### config.mk
export PLATFORM = sky130hd
export DESIGN_NAME = dkong_sound_latch_flat
export DESIGN_NICKNAME = d
export VERILOG_FILES = /design/src/rtl/dkong_sound_latch_pkg.sv /design/src/rtl/dkong_sound_latch_if.sv /design/src/rtl/dkong_ls259.sv /design/src/rtl/dkong_sound_latch.sv /design/src/flat_wrapper.sv
export SDC_FILE = /design/constraint.sdc
export NUM_CORES = 1
export LEC_CHECK = 0
export ABC_AREA = 0
export CORE_MARGIN = 5
export CORE_UTILIZATION = 35
export DETAILED_ROUTE_END_ITERATION = 12
export SLEW_MARGIN = 40
export SYNTH_ARGS = -nofsm -noshare
export SYNTH_HDL_FRONTEND = slang
export SYNTH_SLANG_ARGS = --single-unit
export TNS_END_PERCENT = 50
### constraint.sdc
create_clock -name W_CLK_24M -period 2.4 [get_ports W_CLK_24M]
set_input_delay 0.6 -clock W_CLK_24M [delete_from_list [all_inputs] [get_ports W_CLK_24M]]
set_output_delay 0.6 -clock W_CLK_24M [all_outputs]
set_load 0.005 [all_outputs]
### src/rtl/dkong_sound_latch_pkg.sv
// Shared constants and types for the Donkey Kong main-side sound command latch.
package dkong_snd_pkg;

    // 6H trigger lines are active-low, so every trigger reads idle after reset.
    localparam logic [6:0] DK_6H_RST       = 7'h7F;

    // Clocks a command may stay unacknowledged (1 ms at 24 MHz).
    localparam int         DK_SACK_TIMEOUT = 24000;

    // Width of the pending/timeout counter; 2**DK_TO_W must exceed DK_SACK_TIMEOUT.
    localparam int         DK_TO_W         = 16;

    // Command handshake states.
    typedef enum logic {
        HS_IDLE = 1'b0,
        HS_WAIT = 1'b1
    } hs_state_t;

endpackage

### src/rtl/dkong_sound_latch_if.sv
// Main CPU write bus as seen by the sound command latches: decoded address bits,
// data and one level write enable per latch.
interface dkong_sound_latch_if;

    logic [2:0] I_CPU_A;
    logic [7:0] I_CPU_D;
    logic       I_3D_WE;
    logic       I_6H_WE;
    logic       I_5H_WE;
    logic       I_4H_WE;

    // Address decoder / CPU side drives the bus.
    modport master (
        output I_CPU_A, I_CPU_D, I_3D_WE, I_6H_WE, I_5H_WE, I_4H_WE
    );

    // Latch side only observes it.
    modport slave (
        input  I_CPU_A, I_CPU_D, I_3D_WE, I_6H_WE, I_5H_WE, I_4H_WE
    );

endinterface

### src/rtl/dkong_ls259.sv
// Generic LS259-style addressable latch: on commit, the bit selected by addr
// takes d and every other bit holds. Addresses at or beyond WIDTH are ignored.
module dkong_ls259 #(
    parameter int               WIDTH   = 1,
    parameter logic [WIDTH-1:0] RST_VAL = '0
) (
    input  logic             clk,
    input  logic             rst_n,
    input  logic             commit,
    input  logic [2:0]       addr,
    input  logic             d,
    output logic [WIDTH-1:0] q
);

    logic [WIDTH-1:0] q_r;

    // Single-bit update of the addressed latch bit.
    always_ff @(posedge clk or negedge rst_n) begin
        if (!rst_n) begin
            q_r <= RST_VAL;
        end else if (commit) begin
            for (int i = 0; i < WIDTH; i++) begin
                if (addr == 3'(i)) begin
                    q_r[i] <= d;
                end
            end
        end
    end

    assign q = q_r;

endmodule

### src/rtl/dkong_sound_latch.sv
// Main-CPU side of the sound command interface: turns CPU write strobes into the
// 3D byte latch and 6H/5H/4H addressable latches, and tracks the sound CPU
// acknowledge (SACK) with a pending/timeout handshake.
module dkong_sound_latch
    import dkong_snd_pkg::*;
#(
    parameter logic [6:0] P_6H_RST  = DK_6H_RST,
    parameter int         P_TIMEOUT = DK_SACK_TIMEOUT,
    parameter int         P_TO_W    = DK_TO_W
) (
    input  logic                      W_CLK_24M,
    input  logic                      W_RESETn,
    dkong_sound_latch_if.slave        cpu_bus,
    input  logic                      I_SACK,
    output logic [4:0]                O_3D_Q,
    output logic [6:0]                O_6H_Q,
    output logic                      O_5H_Q0,
    output logic [1:0]                O_4H_Q,
    output logic                      O_SACK_S,
    output logic                      O_PENDING,
    output logic                      O_TIMEOUT,
    output logic                      O_OVERRUN
);

    localparam logic [P_TO_W-1:0] CNT_LAST = P_TO_W'(P_TIMEOUT - 1);
    localparam logic [P_TO_W-1:0] CNT_ONE  = P_TO_W'(1);

    // Strobe bit order: [3]=3D, [2]=6H, [1]=5H, [0]=4H.
    logic [3:0]        we_s;
    logic [3:0]        we_d_r;
    logic [3:0]        commit_r;
    logic [2:0]        a_r;
    logic [4:0]        d_r;
    logic [4:0]        q3d_r;
    logic              unused_d_s;

    logic              sack_s1_r;
    logic              sack_s2_r;
    logic              sack_d_r;
    logic              sack_rise_s;

    hs_state_t         state_r;
    hs_state_t         state_nxt_s;
    logic [P_TO_W-1:0] cnt_r;
    logic [P_TO_W-1:0] cnt_nxt_s;
    logic              timeout_nxt_s;
    logic              overrun_nxt_s;
    logic              pending_r;
    logic              timeout_r;
    logic              overrun_r;

    assign we_s       = {cpu_bus.I_3D_WE, cpu_bus.I_6H_WE, cpu_bus.I_5H_WE, cpu_bus.I_4H_WE};
    assign unused_d_s = ^cpu_bus.I_CPU_D[7:5];

    // Rising-edge detect on each write strobe; address/data are captured with the
    // commit so short strobes still apply the right value one clock later.
    // we_d resets high so a strobe held across reset release never commits.
    always_ff @(posedge W_CLK_24M or negedge W_RESETn) begin
        if (!W_RESETn) begin
            we_d_r   <= 4'b1111;
            commit_r <= 4'b0000;
            a_r      <= 3'b000;
            d_r      <= 5'b00000;
        end else begin
            we_d_r   <= we_s;
            commit_r <= we_s & ~we_d_r;
            a_r      <= cpu_bus.I_CPU_A;
            d_r      <= cpu_bus.I_CPU_D[4:0];
        end
    end

    // 3D command byte latch.
    always_ff @(posedge W_CLK_24M or negedge W_RESETn) begin
        if (!W_RESETn) begin
            q3d_r <= 5'b00000;
        end else if (commit_r[3]) begin
            q3d_r <= d_r;
        end
    end

    dkong_ls259 #(.WIDTH(7), .RST_VAL(P_6H_RST)) u_6h (
        .clk    (W_CLK_24M),
        .rst_n  (W_RESETn),
        .commit (commit_r[2]),
        .addr   (a_r),
        .d      (d_r[0]),
        .q      (O_6H_Q)
    );

    dkong_ls259 #(.WIDTH(1), .RST_VAL(1'b0)) u_5h (
        .clk    (W_CLK_24M),
        .rst_n  (W_RESETn),
        .commit (commit_r[1]),
        .addr   (a_r),
        .d      (d_r[0]),
        .q      (O_5H_Q0)
    );

    dkong_ls259 #(.WIDTH(2), .RST_VAL(2'b00)) u_4h (
        .clk    (W_CLK_24M),
        .rst_n  (W_RESETn),
        .commit (commit_r[0]),
        .addr   (a_r),
        .d      (d_r[0]),
        .q      (O_4H_Q)
    );

    // Two-flop SACK synchroniser plus a delay stage for rising-edge detection.
    always_ff @(posedge W_CLK_24M or negedge W_RESETn) begin
        if (!W_RESETn) begin
            sack_s1_r <= 1'b0;
            sack_s2_r <= 1'b0;
            sack_d_r  <= 1'b0;
        end else begin
            sack_s1_r <= I_SACK;
            sack_s2_r <= sack_s1_r;
            sack_d_r  <= sack_s2_r;
        end
    end

    assign sack_rise_s = sack_s2_r & ~sack_d_r;

    // Handshake next state: a fresh 3D commit always wins over an ack or the
    // terminal count, since any ack seen then belongs to the previous command.
    always_comb begin
        state_nxt_s   = state_r;
        cnt_nxt_s     = cnt_r;
        timeout_nxt_s = 1'b0;
        overrun_nxt_s = 1'b0;
        case (state_r)
            HS_IDLE: begin
                if (commit_r[3]) begin
                    state_nxt_s = HS_WAIT;
                    cnt_nxt_s   = '0;
                end else begin
                    state_nxt_s = HS_IDLE;
                end
            end
            HS_WAIT: begin
                if (commit_r[3]) begin
                    cnt_nxt_s     = '0;
                    overrun_nxt_s = ~sack_rise_s;
                end else if (sack_rise_s) begin
                    state_nxt_s = HS_IDLE;
                    cnt_nxt_s   = '0;
                end else if (cnt_r == CNT_LAST) begin
                    state_nxt_s   = HS_IDLE;
                    cnt_nxt_s     = '0;
                    timeout_nxt_s = 1'b1;
                end else begin
                    cnt_nxt_s = cnt_r + CNT_ONE;
                end
            end
            default: begin
                state_nxt_s = HS_IDLE;
                cnt_nxt_s   = '0;
            end
        endcase
    end

    // Handshake state, counter and registered status outputs.
    always_ff @(posedge W_CLK_24M or negedge W_RESETn) begin
        if (!W_RESETn) begin
            state_r   <= HS_IDLE;
            cnt_r     <= '0;
            pending_r <= 1'b0;
            timeout_r <= 1'b0;
            overrun_r <= 1'b0;
        end else begin
            state_r   <= state_nxt_s;
            cnt_r     <= cnt_nxt_s;
            pending_r <= (state_nxt_s == HS_WAIT);
            timeout_r <= timeout_nxt_s;
            overrun_r <= overrun_nxt_s;
        end
    end

    assign O_3D_Q    = q3d_r;
    assign O_SACK_S  = sack_s2_r;
    assign O_PENDING = pending_r;
    assign O_TIMEOUT = timeout_r;
    assign O_OVERRUN = overrun_r;

endmodule

### src/flat_wrapper.sv
// flat-port wrapper written by rule: the top's interface ports become plain ports
module dkong_sound_latch_flat import dkong_snd_pkg::*;
#(
    parameter logic [6:0] P_6H_RST  = DK_6H_RST,
    parameter int         P_TIMEOUT = DK_SACK_TIMEOUT,
    parameter int         P_TO_W    = DK_TO_W
)
  (W_CLK_24M, W_RESETn, I_SACK, O_3D_Q, O_6H_Q, O_5H_Q0, O_4H_Q, O_SACK_S, O_PENDING, O_TIMEOUT, O_OVERRUN, cpu_bus_I_CPU_A, cpu_bus_I_CPU_D, cpu_bus_I_3D_WE, cpu_bus_I_6H_WE, cpu_bus_I_5H_WE, cpu_bus_I_4H_WE);
  dkong_sound_latch_if cpu_bus_i ();
  input  logic W_CLK_24M;
  input  logic W_RESETn;
  input  logic I_SACK;
  output logic [4:0] O_3D_Q;
  output logic [6:0] O_6H_Q;
  output logic O_5H_Q0;
  output logic [1:0] O_4H_Q;
  output logic O_SACK_S;
  output logic O_PENDING;
  output logic O_TIMEOUT;
  output logic O_OVERRUN;
  input wire logic [$bits(cpu_bus_i.I_CPU_A)-1:0] cpu_bus_I_CPU_A;
  input wire logic [$bits(cpu_bus_i.I_CPU_D)-1:0] cpu_bus_I_CPU_D;
  input wire logic [$bits(cpu_bus_i.I_3D_WE)-1:0] cpu_bus_I_3D_WE;
  input wire logic [$bits(cpu_bus_i.I_6H_WE)-1:0] cpu_bus_I_6H_WE;
  input wire logic [$bits(cpu_bus_i.I_5H_WE)-1:0] cpu_bus_I_5H_WE;
  input wire logic [$bits(cpu_bus_i.I_4H_WE)-1:0] cpu_bus_I_4H_WE;
  assign cpu_bus_i.I_CPU_A = cpu_bus_I_CPU_A;
  assign cpu_bus_i.I_CPU_D = cpu_bus_I_CPU_D;
  assign cpu_bus_i.I_3D_WE = cpu_bus_I_3D_WE;
  assign cpu_bus_i.I_6H_WE = cpu_bus_I_6H_WE;
  assign cpu_bus_i.I_5H_WE = cpu_bus_I_5H_WE;
  assign cpu_bus_i.I_4H_WE = cpu_bus_I_4H_WE;
  dkong_sound_latch #(.P_6H_RST(P_6H_RST), .P_TIMEOUT(P_TIMEOUT), .P_TO_W(P_TO_W)) u_core (.W_CLK_24M(W_CLK_24M), .W_RESETn(W_RESETn), .cpu_bus(cpu_bus_i), .I_SACK(I_SACK), .O_3D_Q(O_3D_Q), .O_6H_Q(O_6H_Q), .O_5H_Q0(O_5H_Q0), .O_4H_Q(O_4H_Q), .O_SACK_S(O_SACK_S), .O_PENDING(O_PENDING), .O_TIMEOUT(O_TIMEOUT), .O_OVERRUN(O_OVERRUN));
endmodule
==> run_results.csv <==
group,metric,value,unit
die,fp.dieH,88.4,microns
synthesis,synth.distinct_cells,37,
clock_tree,cts_hold_buf,0,
die,fp.dieW,88.4,microns
die,row_count,28,
cells_and_area,multi_input_area,767,sq um
clock_tree,h-tree-depth,2,
cells_and_area,fillers,572,
die,ios,37,
worst_setup_path,crit_fanout,20,
sta,slew_headroom,0.511,
placed_design,routabilityCongestion,0.771,
worst_setup_path,reg2reg_depth,6,
synthesis,ys_async_sr_fraction,1.00,
sta,fin_worst_skew,0.0116,ns
synthesis,synth-main-ff-cell,"dfrtp_1",
flow_run,drv_cap,0,
cells_and_area,n_antenna_cell,0,
detailed_routing,final_antenna_net_count,0,
detailed_routing,num_vias,1471,
run_status,status,"complete, no violations",
worst_setup_path,path_class,"flop to flop",
clock_tree,root_buffer,"clkbuf_8",
sta,tns,0,ns
worst_setup_path,critPathLaunch,"u_core.cnt_r[0]",
sta,setup_viol,0,
worst_setup_path,required,2.62,ns
grt,grt_pass1_wl,7180,microns
placed_design,io_buffers,33,
grt,grt_use_met3,0.0289,
grt,grt_pass1_vias,1494,
cells_and_area,area_delta_synth_final,24.5,%
detailed_routing,drc,0,
synthesis,netlist_area,0.00215,sq mm
synthesis,syn_inst,182,
worst_setup_path,end_kind,"flop",
worst_setup_path,path_cells,"ha_1 > nand4_1 > nor4_4 > nor2_2 > o21ai_0 > a31oi_1",
clock_tree,numCtsBuffers,5,
power,p_leak,1.08,nW
grt,overflow,0,
sta,min_period,2.11,ns
synthesis,ys_top_cells_by_count,"42 x dfrtp_1, 15 x nand2_1, 14 x o21ai_0, 12 x a31oi_1",
worst_setup_path,r2r_slack,0.29,ns
grt,met1_usage,0.164,
detailed_routing,wire_per_inst,13.9,microns
detailed_routing,firstDrtPassIters,5,
grt,antenna_found_initial,0,
grt,grt_max_degree,38,
clock_tree,clockBufferDepth,2,
cells_and_area,regArea,0.00134,sq mm
synthesis,synth_edf_count,0,
clock_tree,cts_tree,"built",
sta,worst_slew_pin_slew,0.733,ns
sta,hold_violations,0,
cells_and_area,layout.nets,235,
clock_tree,cts_resized,0,
clock_tree,clk_latency,0.31,ns
synthesis,yosys.area.top_type_share,0.488,
worst_setup_path,cp-endpoint,"u_core.cnt_r[7]",
placed_design,dpl_worst_slack,0.382,ns
synthesis,synth_area_leader_cell,"dfrtp_1",
die,core-area,0.00596,sq mm
power,ir_drop,0.391,mV
clock_tree,cts.sink_count,53,
die,die_area,0.00782,sq mm
power,power_per_cell_area,737,mW/mm^2
worst_setup_path,cp_slowest_cell,"nor2_2",
detailed_routing,drt_iter0_markers,78,
worst_setup_path,r2r-start,"u_core.cnt_r[0]",
worst_setup_path,crit_path_start_kind,"flop",
synthesis,synth_area_leaders,"dfrtp_1 49%, dfstp_2 13%, mux2_2 5.8%",
clock_tree,post_cts_buffers,0,
placed_design,dp_hpwl,2890,microns
sta,slew_violations,0,
hold_path,hp-class,"primary input to asynchronous set/reset pin",
clock_tree,clk_pin_slew,0.10,ns
worst_setup_path,slowest_delay,0.59,ns
sta,rsz0062_at_grt,"no",
sta,timing.fmax,474,MHz
worst_setup_path,worst_r2r_endpoint,"u_core.cnt_r[7]",
detailed_routing,drt_wl_total,4070,microns
synthesis,ys_ff_latch,53,
detailed_routing,via_per_inst,5.04,
synthesis,syn-num-nets,201,
synthesis,ys_warn_count,0,
synthesis,synth.avg_cell_area,11.8,sq um
grt,grt_usage,0.118,
die,start_util,0.362,
sta,finalWorstSetupSlack,0.292,ns
grt,top_usage_layer,"met2",
cells_and_area,layout-drive-gt1-share,0.171,
synthesis,yosysSeqAreaShare,0.622,
grt,met2_usage,0.173,
sta,fin_crit_sh,0.878,
synthesis,post-synth-top-count-cell,"dfrtp_1",
worst_setup_path,arrival,2.33,ns
[per-layer routing]
metal  share of wire  up-vias
met3           0.047        6
met1            0.48      700
li1                -      733
met2            0.45       32
met4           0.018        0
met5               0        -
[worst max-delay path: cells and delay by family, from the launching register on]
| family | cells | cell delay (ns) |
|---|---|---|
| AO/OA/AOI/OAI | 2 | 0.49 |
| adder cells (fa/ha/maj) | 1 | 0.28 |
| flip-flops | 1 | 0.45 |
| AND/OR/NAND/NOR | 3 | 0.81 |
[worst min path at each step]
stage | from | end
3_5_place_dp | u_core.sack_s1_r | u_core.O_SACK_S
4_1_cts | W_RESETn | u_core.a_r[0]
3_3_place_gp | u_core.sack_s1_r | u_core.O_SACK_S
6_report | W_RESETn | u_core.a_r[0]
2_1_floorplan | W_RESETn | u_core.O_3D_Q[0]
5_1_grt | W_RESETn | u_core.a_r[2]
[logic make-up after synthesis]
family                     after synthesis  synth area share
buffers and inverters                   10            0.0215
adders and majority gates                1           0.00581
and+or+nand+nor                         61             0.156
AOI/OAI and AO/OA                       45             0.132
DFF                                     53             0.622
muxes                                   12            0.0622
[per-stage QoR]
stage	area, sq um	hold slack [ns]	util	power, mW	instances
finish	2680	0.207	0.450	1.98	292
global route	2680	0.227	0.450	2.08	292
CTS	2680	0.211	0.450	2.01	292
detailed placement	2560	0.337	0.429	1.35	284
global placement	2560	0.333	0.429	1.35	284
floorplan	2150	0.304	-	1.17	182
[final cells by class]
class	instances	share of cell area
Clock buffer	6	0.0308
Sequential cell	53	0.500
Clock inverter	2	0.0154
Inverter	3	0.00420
Timing Repair Buffer	34	0.129
Tap cell	75	0.0350
Multi-Input combinational cell	119	0.286
[where the power goes]
| part | switching, mW | total, mW | internal (mW) |
|---|---|---|---|
| Clock | 0.298 | 0.645 | 0.347 |
| Sequential | 0.0551 | 1.05 | 0.991 |
| Combinational | 0.113 | 0.284 | 0.170 |
| Total | 0.466 | 1.98 | 1.51 |
[state kept, by name, indices dropped and copies added (netlist names)]
signal and flops:
u_core.sack_d_r 1, u_core.u_5h.q 1, u_core.d_r 5, u_core.O_3D_Q 5, u_core.a_r 3, u_core.state_r 1, u_core.sack_s1_r 1, u_core.O_SACK_S 1
u_core.u_6h.q 7, u_core.O_OVERRUN 1, u_core.we_d_r 4, u_core.commit_r 4, u_core.cnt_r 16, u_core.O_TIMEOUT 1, u_core.u_4h.q 2
[layout by cell type (no fill, tap or decap), types with 2 or more instances in the layout]
cell and n:
clkdlybuf4s50_1 32, nand4b_1 2, and3_1 2, dfrtp_1 42
a21o_1 2, a41oi_1 4, nand2b_1 4, nand2_1 15
nor2_1 8, nand3_1 8, or2_2 2, clkbuf_8 6
nor3_1 5, nor2b_1 4, a21oi_1 4, nand4_1 4
o21ai_0 14, inv_1 3, o31ai_1 4, a31oi_1 12
dfstp_2 11, mux2_2 11
No activity file was read; power rests on OpenSTA's default activity.
